### config.mk
export PLATFORM = sky130hd
export DESIGN_NAME = conv_loop_cnt
export DESIGN_NICKNAME = d
export VERILOG_FILES = /design/src/rtl/conv_loop_cnt_pkg.sv /design/src/rtl/wrap_cnt.sv /design/src/rtl/conv_loop_cnt.sv
export SDC_FILE = /design/constraint.sdc
export NUM_CORES = 1
export LEC_CHECK = 0
export ABC_CLOCK_PERIOD_IN_PS = 8900
export CORE_AREA = 3 3 109 216
export CTS_BUF_LIST = sky130_fd_sc_hd__clkbuf_8
export DETAILED_ROUTE_END_ITERATION = 10
export DIE_AREA = 0 0 112 219
export PLACE_DENSITY = 0.81
export SYNTH_ARGS = -nofsm -noshare
export SYNTH_HDL_FRONTEND = slang
export SYNTH_HIERARCHICAL = 1
export SYNTH_SLANG_ARGS = --single-unit
### constraint.sdc
create_clock -name clk -period 8.9 [get_ports clk]
set_input_delay 2.67 -clock clk [delete_from_list [all_inputs] [get_ports clk]]
set_output_delay 2.67 -clock clk [all_outputs]
set_load 0.02 [all_outputs]
### src/rtl/conv_loop_cnt_pkg.sv
// Shared widths for the convolution loop counters and the last-value test
// used by every index counter.
package conv_loop_cnt_pkg;

  localparam int DATA_SIZE = 16;
  localparam int LOOP_BIT  = 8;

  // Dimension 0 behaves as 1: any index reads as its last value.
  function automatic logic idx_last(input logic [DATA_SIZE-1:0] idx_ext,
                                    input logic [DATA_SIZE-1:0] dim);
    logic [DATA_SIZE-1:0] nxt;
    nxt = idx_ext + 1'b1;
    return nxt >= dim;
  endfunction

endpackage

### src/rtl/wrap_cnt.sv
// One loop index: steps on en, wraps to 0 after its last value, and flags
// that last value on carry for the next outer counter.
module wrap_cnt
  import conv_loop_cnt_pkg::*;
(
  input  logic                 clk,
  input  logic                 rst,
  input  logic                 clr,
  input  logic                 en,
  input  logic [DATA_SIZE-1:0] dim,
  output logic [LOOP_BIT-1:0]  idx,
  output logic                 carry
);

  logic [LOOP_BIT-1:0] idx_q, idx_d;

  assign carry = idx_last({{(DATA_SIZE-LOOP_BIT){1'b0}}, idx_q}, dim);
  assign idx   = idx_q;

  always_comb begin
    idx_d = idx_q;
    if (clr)
      idx_d = '0;
    else if (en)
      idx_d = carry ? '0 : idx_q + 1'b1;
  end

  always_ff @(posedge clk) begin
    if (rst) idx_q <= '0;
    else     idx_q <= idx_d;
  end

endmodule

### src/rtl/conv_loop_cnt.sv
// Six-deep nested loop index generator (jj innermost, rr outermost) with
// registered input-feature-map pixel coordinates.
module conv_loop_cnt
  import conv_loop_cnt_pkg::*;
(
  input  logic                 clk,
  input  logic                 rst,
  input  logic                 clr,
  input  logic                 loop_en,
  input  logic [DATA_SIZE-1:0] N,
  input  logic [DATA_SIZE-1:0] K,
  input  logic [DATA_SIZE-1:0] R,
  input  logic [DATA_SIZE-1:0] C,
  input  logic [DATA_SIZE-1:0] M,
  input  logic [DATA_SIZE-1:0] S,
  output logic [LOOP_BIT-1:0]  rr,
  output logic [LOOP_BIT-1:0]  cc,
  output logic [LOOP_BIT-1:0]  mm,
  output logic [LOOP_BIT-1:0]  nn,
  output logic [LOOP_BIT-1:0]  ii,
  output logic [LOOP_BIT-1:0]  jj,
  output logic                 inner_last,
  output logic [DATA_SIZE-1:0] pix_row,
  output logic [DATA_SIZE-1:0] pix_col,
  output logic                 pix_vld
);

  localparam int NLOOP = 6;

  // Slot order, innermost first: jj, ii, nn, mm, cc, rr.
  logic [NLOOP-1:0][DATA_SIZE-1:0] dim;
  logic [NLOOP-1:0][LOOP_BIT-1:0]  idx;
  logic [NLOOP-1:0]                carry;
  logic [NLOOP:0]                  en;

  assign dim = {R, C, M, N, K, K};
  assign en[0] = loop_en;

  for (genvar g = 0; g < NLOOP; g++) begin : g_cnt
    assign en[g+1] = en[g] & carry[g];
    wrap_cnt u_cnt (
      .clk   (clk),
      .rst   (rst),
      .clr   (clr),
      .en    (en[g]),
      .dim   (dim[g]),
      .idx   (idx[g]),
      .carry (carry[g])
    );
  end

  assign jj = idx[0];
  assign ii = idx[1];
  assign nn = idx[2];
  assign mm = idx[3];
  assign cc = idx[4];
  assign rr = idx[5];

  // Same expression the controller uses for its inner-loop end.
  assign inner_last = carry[0] & carry[1] & carry[2];

  logic [DATA_SIZE-1:0] pix_row_q, pix_row_d;
  logic [DATA_SIZE-1:0] pix_col_q, pix_col_d;
  logic                 pix_vld_q, pix_vld_d;

  always_comb begin
    pix_row_d = pix_row_q;
    pix_col_d = pix_col_q;
    pix_vld_d = loop_en;
    if (clr) begin
      pix_row_d = '0;
      pix_col_d = '0;
      pix_vld_d = 1'b0;
    end else if (loop_en) begin
      pix_row_d = DATA_SIZE'(rr) * S + DATA_SIZE'(ii);
      pix_col_d = DATA_SIZE'(cc) * S + DATA_SIZE'(jj);
    end
  end

  always_ff @(posedge clk) begin
    if (rst) begin
      pix_row_q <= '0;
      pix_col_q <= '0;
      pix_vld_q <= 1'b0;
    end else begin
      pix_row_q <= pix_row_d;
      pix_col_q <= pix_col_d;
      pix_vld_q <= pix_vld_d;
    end
  end

  assign pix_row = pix_row_q;
  assign pix_col = pix_col_q;
  assign pix_vld = pix_vld_q;

endmodule

==> results of run 1 <==
[final cells by class]
class	count	area [µm²]	area share, %
inverter	265	995	6.97
tap	276	345	2.42
clock inverter	6	36.3	0.254
timing repair buffer	183	1820	12.8
clock buffer	10	138	0.965
sequential	81	1620	11.4
multi-input combinational	1018	9310	65.3
[how the worst max path moves through the flow]
stage                 endpoint  slack [ns]  from
CTS                 inner_last        0.91  K[5]
finish              inner_last        0.96  K[5]
detailed placement  inner_last        0.91  K[5]
floorplan           inner_last        2.19  N[0]
global route        inner_last        0.74  K[5]
global placement    inner_last        0.97  K[5]
[cell families (layout without fill, tap and decap cells)]
group,Yosys count,in the layout,synth area share (%)
AO/OA/AOI/OAI,181,181,11.9
XOR/XNOR,81,81,6.22
adder cells (fa/ha/maj),258,258,35.0
buffers and inverters,308,464,9.66
flip-flops,81,81,13.4
multiplexers,12,12,0.993
AND/OR/NAND/NOR,486,486,22.8
[layout by cell type, fill, tap and decap left out, types with 24 or more instances in the layout]
cell type	count
xor2_1	45
and3_1	24
xnor2_1	32
inv_1	263
clkdlybuf4s50_1	180
fa_1	134
nor2_1	67
dfxtp_1	81
nand2_1	113
ha_1	124
and2_1	130
a21oi_1	34
[stage by stage]
stage,std cells,total power (µW),utilization [%]
floorplan,1407,413,-
global placement,1823,479,63.9
detailed placement,1823,482,63.9
CTS,1839,740,64.7
global route,1839,755,64.7
finish,1839,726,64.7
[state kept, by name, indices dropped and copies added (netlist names)]
| signal | count |
|---|---|
| pix_col | 16 |
| pix_vld | 1 |
| g_cnt.u_cnt/idx | 48 |
| pix_row | 16 |
[per-layer routing]
layer,vias to the layer above,GRT usage [%],routed length (µm)
li1,4872,-,-
met4,0,15.1,1700
met1,5002,25.9,11000
met5,-,0,0
met2,238,48.7,16700
met3,84,2.84,1150
[power breakdown]
part / internal, µW / switching (µW)
registers: 363 / 1.27
clock network: 107 / 146
logic: 55.0 / 54.4
total: 525 / 201
[worst min-delay path: stages, from the launching register on]
cell	delay, ns
dfxtp_1	0.32
nand2_1	0.05
o21ai_1	0.05
==> reports/results.ini, run 1 <==
[setup_path]
r2r-end = pix_col[13]
critPathMaxFanout = 6
critPathMaxStageDelay_ns = 0.65
cp_common_cell = clkdlybuf4s50_1
worstPathCellList = clkdlybuf4s50_1, inv_1, ha_1, and4_1, o21ai_0, o211ai_2, nand2_1, inv_2, and3_1, clkdlybuf4s50_1
cp-end-kind = output port
rr_worst_depth = 15
critPathBufInv = 4
path_delay_family = buffers and inverters
critPathKind = primary input to output port
critPathSlowestCell = clkdlybuf4s50_1
reg2reg_slack_ns = 4.05
cp_data_required_time_ns = 6.23
reg2reg_from = g_cnt[4].u_cnt/idx[0]
worstPathArrival_ns = 5.27
worst-path-stages = 10
setup.worst_path.start_class = primary input

[timing]
slew-limit-headroom_pct = 39.2
period_share_pct = 89.2
finalClockSkew_ns = 0.0136
setup_viol = 0
period_needed_ns = 7.94
max_freq_ghz = 0.126
final_hold_viol_count = 0
rsz0062_at_grt = false
fin_setup_tns_ns = 0
fin_ws_ns = 0.957
slew_violations = 0
worst_pin_slew_ns = 0.910
hold-worst-slack_ns = 0.458

[global_route]
grt-ovfl-total = 0
antenna_found_initial = 0
grt_pass1_wl_um = 50400
track_usage_pct = 25.4
grt_pass1_vias = 10800
grt_max_degree = 28

[floorplanning]
core_area_um2 = 22100
io_pins = 182
initial_core_util_pct = 54.8
die_y_um = 219
core.rowCount = 77
die_x_um = 112
dieArea_um2 = 24500

[drt]
wl_per_cell_um = 16.6
num_vias = 10200
dr.pass1.iters = 5
viasPerCell = 5.54
dr.first_iter.drc_count = 403
drc = 0
wl_um = 30500
detail-route-antenna-nets = 0

[yosys]
synth_warnings = 6
ys_seq_area_share_pct = 13.4
synth-seq-cells = 81
synth.most_common_cell = inv_1
synth_ff_type = dfxtp_1
syn-num-nets = 1765
synthDistinctLibCells = 73
async_reset_ff_share_pct = 0
synth_enable_flop_cells = 0
ys_top_cells_by_count = 261 x inv_1, 134 x fa_1, 130 x and2_1
synth.top_cell.area_share_pct = 22.2
synth_area_leaders = fa_1 22%, dfxtp_1 13%, ha_1 13%
netlist_area_um2 = 12100
synth_cells = 1407
yosysTopAreaCell = fa_1
syn_avg_cell_area_um2 = 8.60

[clock_network]
clock-root-buffer = clkbuf_8
cts_tree = built
cts_num_sinks = 81
clk_path_buf_depth = 2
cts-htree-levels = 3
cts.clk_slew.worst_paths_ns = 0.09
clock_latency_ns = 0.39
post_cts_buffers = 0
numCtsBuffers = 9
holdBufCountCts = 0
post_cts_resized = 0

[placement]
dp.final_hpwl_um = 25000
dp_slack_ns = 0.914
io_buffers = 181
gp_congestion = 0.894
post_dp_cell_area_um2 = 14100

[finish]
num-nets-final = 1916
fillers = 1864
diodes = 0
drive_above_1_share_pct = 5.69
final_area_um2 = 14300
area_delta_synth_final_pct = 17.9

[run_status]
status = completed

[worst_hold_path]
min_path_type = flip-flop to flip-flop
whs_endpoint = pix_col[15]
holdPathStages = 2
hp-start = pix_col[15]

[power]
p_per_area_nw_per_um2 = 50.9
p_leak_uw = 0.00671
peakVddDrop_mv = 0.0490

[flow_run]
cap_violations = 0

No activity file was read; power rests on OpenSTA's default activity.
==> run 2: changes to the inputs <==
- GPL_TIMING_DRIVEN: unset -> 0
==> run 2 against run 1 <==
Final cell count grew 2.2%. Non-clock buffer count grew 40. Core utilization grew 0.79 points. Global-route usage grew 2.3 points. Clock skew grew 0.0056 ns. Setup slack lost 0.060 ns. Register-to-register slack lost 0.20 ns. Die area is the same. Hold slack gained 0.0016 ns. Fmax shrank 0.75%. Largest power group unchanged. Highest routed layer unchanged.
==> reports/results.ini, run 2 (synthesis results as in run 1) <==
[finish]
mostFrequentLayoutCells = 261 x inv_1, 180 x clkdlybuf4s50_1, 134 x fa_1
largest_register_ffs = 48  ; unchanged
final_util_pct = 65.5  ; +0.79 points
num-nets-final = 1956  ; +2.1%
area_delta_synth_final_pct = 19.3
final_common_cell = inv_1
drive_above_1_share_pct = 5.62  ; -0.076 points
fillers = 1853  ; -0.59%
final_area_um2 = 14400  ; +1.2%

[drt]
drc = 0  ; unchanged
wl_per_cell_um = 17.6  ; +6.2%
wl_um = 33200  ; +8.6%
dr.first_iter.drc_count = 475  ; +18%
viasPerCell = 5.62  ; +1.4%
detail-route-antenna-nets = 0  ; unchanged
dr.pass1.iters = 5  ; unchanged
num_vias = 10600  ; +3.6%

[setup_path]
r2r-end = pix_row[13]
setup.worst_path.start_class = primary input
critPathMaxStageDelay_ns = 0.66  ; about the same
cp-end-kind = output port
worstPathCellList = clkdlybuf4s50_1, inv_1, ha_1, and4_1, o21ai_0, o211ai_2, nand2_1, inv_2, and3_1, clkdlybuf4s50_1
reg2reg_slack_ns = 3.85  ; -0.20 ns
reg2reg_from = g_cnt[5].u_cnt/idx[0]
critPathKind = primary input to output port
rr_worst_depth = 16  ; +1
worstPathArrival_ns = 5.33  ; +0.06 ns
cp_common_cell = clkdlybuf4s50_1
worst-path-stages = 10  ; unchanged
critPathSlowestCell = clkdlybuf4s50_1
critPathBufInv = 4  ; unchanged
path_delay_family = buffers and inverters
cp_data_required_time_ns = 6.23  ; about the same
critPathMaxFanout = 6  ; unchanged

[placement]
gp_congestion = 0.923  ; +3.3%
io_buffers = 180  ; -0.55%
post_dp_cell_area_um2 = 14200  ; +1.1%
dp_slack_ns = 0.881  ; -0.0334 ns
dp.final_hpwl_um = 27500  ; +9.9%

[clock_network]
post_cts_resized = 0  ; unchanged
post_cts_buffers = 0  ; unchanged
cts_num_sinks = 81  ; unchanged
cts.clk_slew.worst_paths_ns = 0.09  ; about the same
cts_tree = built
clock-root-buffer = clkbuf_8
clk_path_buf_depth = 2  ; unchanged
holdBufCountCts = 0  ; unchanged
cts-htree-levels = 3  ; unchanged
clock_latency_ns = 0.41  ; +0.02 ns
numCtsBuffers = 9  ; unchanged

[timing]
period_needed_ns = 8.00  ; +0.0603 ns
final_hold_viol_count = 0  ; unchanged
rsz0062_at_grt = false
worst_pin_slew_ns = 0.914  ; +0.00397 ns
fin_ws_ns = 0.897  ; -0.0603 ns
finalClockSkew_ns = 0.0192  ; +0.00563 ns
max_freq_ghz = 0.125  ; -0.75%
setup_viol = 0  ; unchanged
slew_violations = 0  ; unchanged
slew-limit-headroom_pct = 38.8  ; -0.37 points
period_share_pct = 89.9  ; +0.68 points
fin_setup_tns_ns = 0  ; unchanged

[global_route]
track_usage_pct = 27.6  ; +2.3 points
grt_pass1_wl_um = 54000  ; +7.3%
grt-ovfl-total = 0  ; unchanged
antenna_found_initial = 0  ; unchanged
grt_pass1_vias = 11400  ; +5.9%
grt_max_degree = 17  ; -39%

[power]
clkPwrFrac_pct = 37.9  ; +3.1 points
p_sw_uw = 221  ; +9.8%
sequentialPowerShare_pct = 46.9  ; -3.3 points
switching_share_pct = 28.5  ; +0.73 points
comb_power_share_pct = 15.2  ; about the same
peakVddDrop_mv = 0.0518  ; +5.8%
p_per_area_nw_per_um2 = 53.8  ; +5.6%
internal_power_uw = 556  ; +5.8%
p_leak_uw = 0.00677  ; +0.89%

[floorplanning]
initial_core_util_pct = 54.8  ; unchanged
die_y_um = 219  ; unchanged
dieArea_um2 = 24500  ; unchanged
io_pins = 182  ; unchanged
core.rowCount = 77  ; unchanged
die_x_um = 112  ; unchanged
core_area_um2 = 22100  ; unchanged

[worst_hold_path]
whs_endpoint = pix_row[15]
holdPathStages = 2  ; unchanged
min_path_type = flip-flop to flip-flop
hp-start = pix_row[15]

[run_status]
status = completed

[flow_run]
cap_violations = 0  ; unchanged

==> run 2: tightest hold or removal path, stage by stage (launching register included) <==
cell	delay [ns]
dfxtp_1	0.32
nand2_1	0.05
o21ai_1	0.05
==> run 2: metal layers <==
metal / GRT usage (%) / up-vias / share of wire (%) / wire length, µm
met5: 0 / - / 0 / 0
met4: 21.2 / 0 / 8.7 / 2880
met3: 3.42 / 141 / 4.3 / 1440
met2: 52.3 / 322 / 53 / 17700
met1: 26.6 / 5159 / 33 / 11100
li1: - / 4942 / - / -
==> run 2: area by class of cell <==
class / instances / area [µm²] / share of cell area [%]
Tap cell: 276 / 345 / 2.39
Sequential cell: 81 / 1620 / 11.2
Clock buffer: 10 / 138 / 0.953
Multi-Input combinational cell: 1018 / 9310 / 64.5
Clock inverter: 5 / 53.8 / 0.373
Inverter: 265 / 995 / 6.89
Timing Repair Buffer: 180 / 1800 / 12.5
Buffer: 43 / 174 / 1.20
Antenna cell: 1 / 2.50 / 0.0173
==> run 2: through the flow <==
step	instances	hold WS, ns	total power (µW)
2_1_floorplan	1407	0.523	413
3_3_place_gp	1863	0.446	488
3_5_place_dp	1863	0.456	490
4_1_cts	1878	0.469	782
5_1_grt	1878	0.488	801
6_report	1879	0.459	777
==> run 2: how the worst max path moves through the flow <==
stage | to | start | slack (ns)
detailed placement | inner_last | K[5] | 0.88
CTS | inner_last | K[5] | 0.88
floorplan | inner_last | N[0] | 2.19
global placement | inner_last | K[5] | 0.92
finish | inner_last | K[5] | 0.90
global route | inner_last | K[7] | 0.78
==> run 2: power by group through the flow <==
stage | Sequential [µW] | Combinational [µW] | Clock [µW]
floorplan | 374 | 39.6 | 0
global placement | 373 | 115 | 0
detailed placement | 373 | 117 | 0
CTS | 364 | 118 | 300
global route | 365 | 126 | 311
finish | 364 | 118 | 294
==> run 3: changes to the inputs <==
- MAX_ROUTING_LAYER: unset -> met4
==> run 3 against run 2 <==
Die area unchanged. Sequential share of layout area about the same. Clock power about the same. Fmax about the same. Critical path type unchanged. Clock skew increased by 0.00062 ns. Register-to-register slack about the same. Core utilization about the same. Non-clock buffer count unchanged. Final area about the same. Wire length decreased by 0.24%.
==> reports/results.ini, run 3 (synthesis results as in run 1) <==
[run_status]
status = completed

[timing]
slew-limit-headroom_pct = 39.2  ; +0.30 points
finalClockSkew_ns = 0.0198  ; +0.000616 ns
slew_violations = 0  ; unchanged
hold-worst-slack_ns = 0.459  ; -0.000549 ns
period_share_pct = 90.0  ; about the same
setup_viol = 0  ; unchanged
rsz0062_at_grt = false
worst_pin_slew_ns = 0.910  ; -0.00454 ns
period_needed_ns = 8.01  ; +0.00751 ns
fin_setup_tns_ns = 0  ; unchanged
max_freq_ghz = 0.125  ; about the same
final_hold_viol_count = 0  ; unchanged

[clock_network]
post_cts_resized = 0  ; unchanged
clock_latency_ns = 0.41  ; about the same
cts.clk_slew.worst_paths_ns = 0.09  ; about the same
cts-htree-levels = 3  ; unchanged
clk_path_buf_depth = 2  ; unchanged
cts_tree = built
post_cts_buffers = 0  ; unchanged
numCtsBuffers = 9  ; unchanged
holdBufCountCts = 0  ; unchanged
cts_num_sinks = 81  ; unchanged
clock-root-buffer = clkbuf_8

[setup_path]
reg2reg_from = g_cnt[5].u_cnt/idx[0]
reg2reg_slack_ns = 3.84  ; about the same
cp_common_cell = clkdlybuf4s50_1
critPathKind = primary input to output port
critPathMaxStageDelay_ns = 0.65  ; about the same
critPathSlowestCell = clkdlybuf4s50_1
worstPathCellList = clkdlybuf4s50_1, inv_1, ha_1, and4_1, o21ai_0, o211ai_2, nand2_1, inv_2, and3_1, clkdlybuf4s50_1
r2r-end = pix_row[13]
rr_worst_depth = 16  ; unchanged
cp-end-kind = output port
worstPathArrival_ns = 5.34  ; about the same
cp_data_required_time_ns = 6.23  ; about the same
critPathMaxFanout = 6  ; unchanged
setup.worst_path.start_class = primary input

[floorplanning]
die_x_um = 112  ; unchanged
io_pins = 182  ; unchanged
core.rowCount = 77  ; unchanged
core_area_um2 = 22100  ; unchanged
dieArea_um2 = 24500  ; unchanged
initial_core_util_pct = 54.8  ; unchanged
die_y_um = 219  ; unchanged

[placement]
post_dp_cell_area_um2 = 14200  ; unchanged
post-place-cells = 1863  ; unchanged
io_buffers = 180  ; unchanged
gp_congestion = 0.940  ; +1.8%
dp.final_hpwl_um = 27500  ; unchanged

[global_route]
grt_pass1_wl_um = 54000  ; about the same
grt-ovfl-total = 0  ; unchanged
track_usage_pct = 28.4  ; +0.80 points
grt_max_degree = 17  ; unchanged
grt_pass1_vias = 11400  ; -0.15%
antenna_found_initial = 0  ; unchanged

[finish]
drive_above_1_share_pct = 5.62  ; unchanged
final_area_um2 = 14400  ; about the same
largest_register_ffs = 48  ; unchanged
fillers = 1854  ; +0.054%
diodes = 0  ; -1
final_common_cell = inv_1
multi_input_area_um2 = 9310  ; unchanged
regArea_um2 = 1620  ; unchanged
area_delta_synth_final_pct = 19.3  ; about the same
mostFrequentLayoutCells = 261 x inv_1, 180 x clkdlybuf4s50_1, 134 x fa_1
stdcell_count = 1878  ; -0.053%
num-nets-final = 1956  ; unchanged

[flow_run]
cap_violations = 0  ; unchanged

[drt]
wl_um = 33100  ; -0.24%
dr.first_iter.drc_count = 552  ; +16%
drc = 0  ; unchanged
viasPerCell = 5.62  ; -0.12%
detail-route-antenna-nets = 0  ; unchanged
num_vias = 10500  ; -0.17%
wl_per_cell_um = 17.6  ; -0.18%
dr.pass1.iters = 5  ; unchanged

[worst_hold_path]
whs_endpoint = pix_row[15]
holdPathStages = 2  ; unchanged
hp-start = pix_row[15]
min_path_type = flip-flop to flip-flop

[power]
peakVddDrop_mv = 0.0531  ; +2.5%
p_per_area_nw_per_um2 = 53.8  ; about the same
p_leak_uw = 0.00677  ; unchanged

## run 3: changes by cell type in the layout (fill, tap and decap cells not counted)
cell	before	now
diode_2	1	0
## run 3: per-stage QoR
stage | total power (µW) | utilization [%] | setup slack (ns)
finish | 777 | 65.4 | 0.889
global route | 801 | 65.4 | 0.776
CTS | 782 | 65.4 | 0.878
detailed placement | 490 | 64.6 | 0.881
global placement | 488 | 64.6 | 0.918
floorplan | 413 | - | 2.19
## run 3: how the worst max path moves through the flow
stage | from | to | slack (ns)
final | K[5] | inner_last | 0.89
after global routing | K[7] | inner_last | 0.78
after CTS | K[5] | inner_last | 0.88
after detailed placement | K[5] | inner_last | 0.88
after global placement | K[5] | inner_last | 0.92
after floorplan | N[0] | inner_last | 2.19
## run 3: final cells by class
class / count / area share [%]
timing repair buffer: 180 / 12.5
clock buffer: 10 / 0.953
tap: 276 / 2.39
clock inverter: 5 / 0.373
sequential: 81 / 11.2
multi-input combinational: 1018 / 64.5
buffer: 43 / 1.20
inverter: 265 / 6.89
## run 3: worst max-delay path, delay by kind of cell
family | cells | cell delay (ns)
AND/OR/NAND/NOR | 3 | 0.63
adder cells (fa/ha/maj) | 1 | 0.29
buffers and inverters | 4 | 1.35
AO/OA/AOI/OAI | 2 | 0.40
## run 3: power breakdown
| part | internal [µW] | switching, µW | leakage (µW) |
|---|---|---|---|
| Clock | 135 | 159 | 0.000102 |
| Combinational | 57.2 | 61.1 | 0.00602 |
| Sequential | 363 | 1.22 | 0.000653 |
## run 3: layer usage
metal  track usage, %  share of wire [%]  vias up
met4             21.0                8.7        0
met1             26.7                 33     5101
met5                -                  0        -
li1                 -                  -     4953
met3             3.23                4.8      139
met2             52.4                 53      353
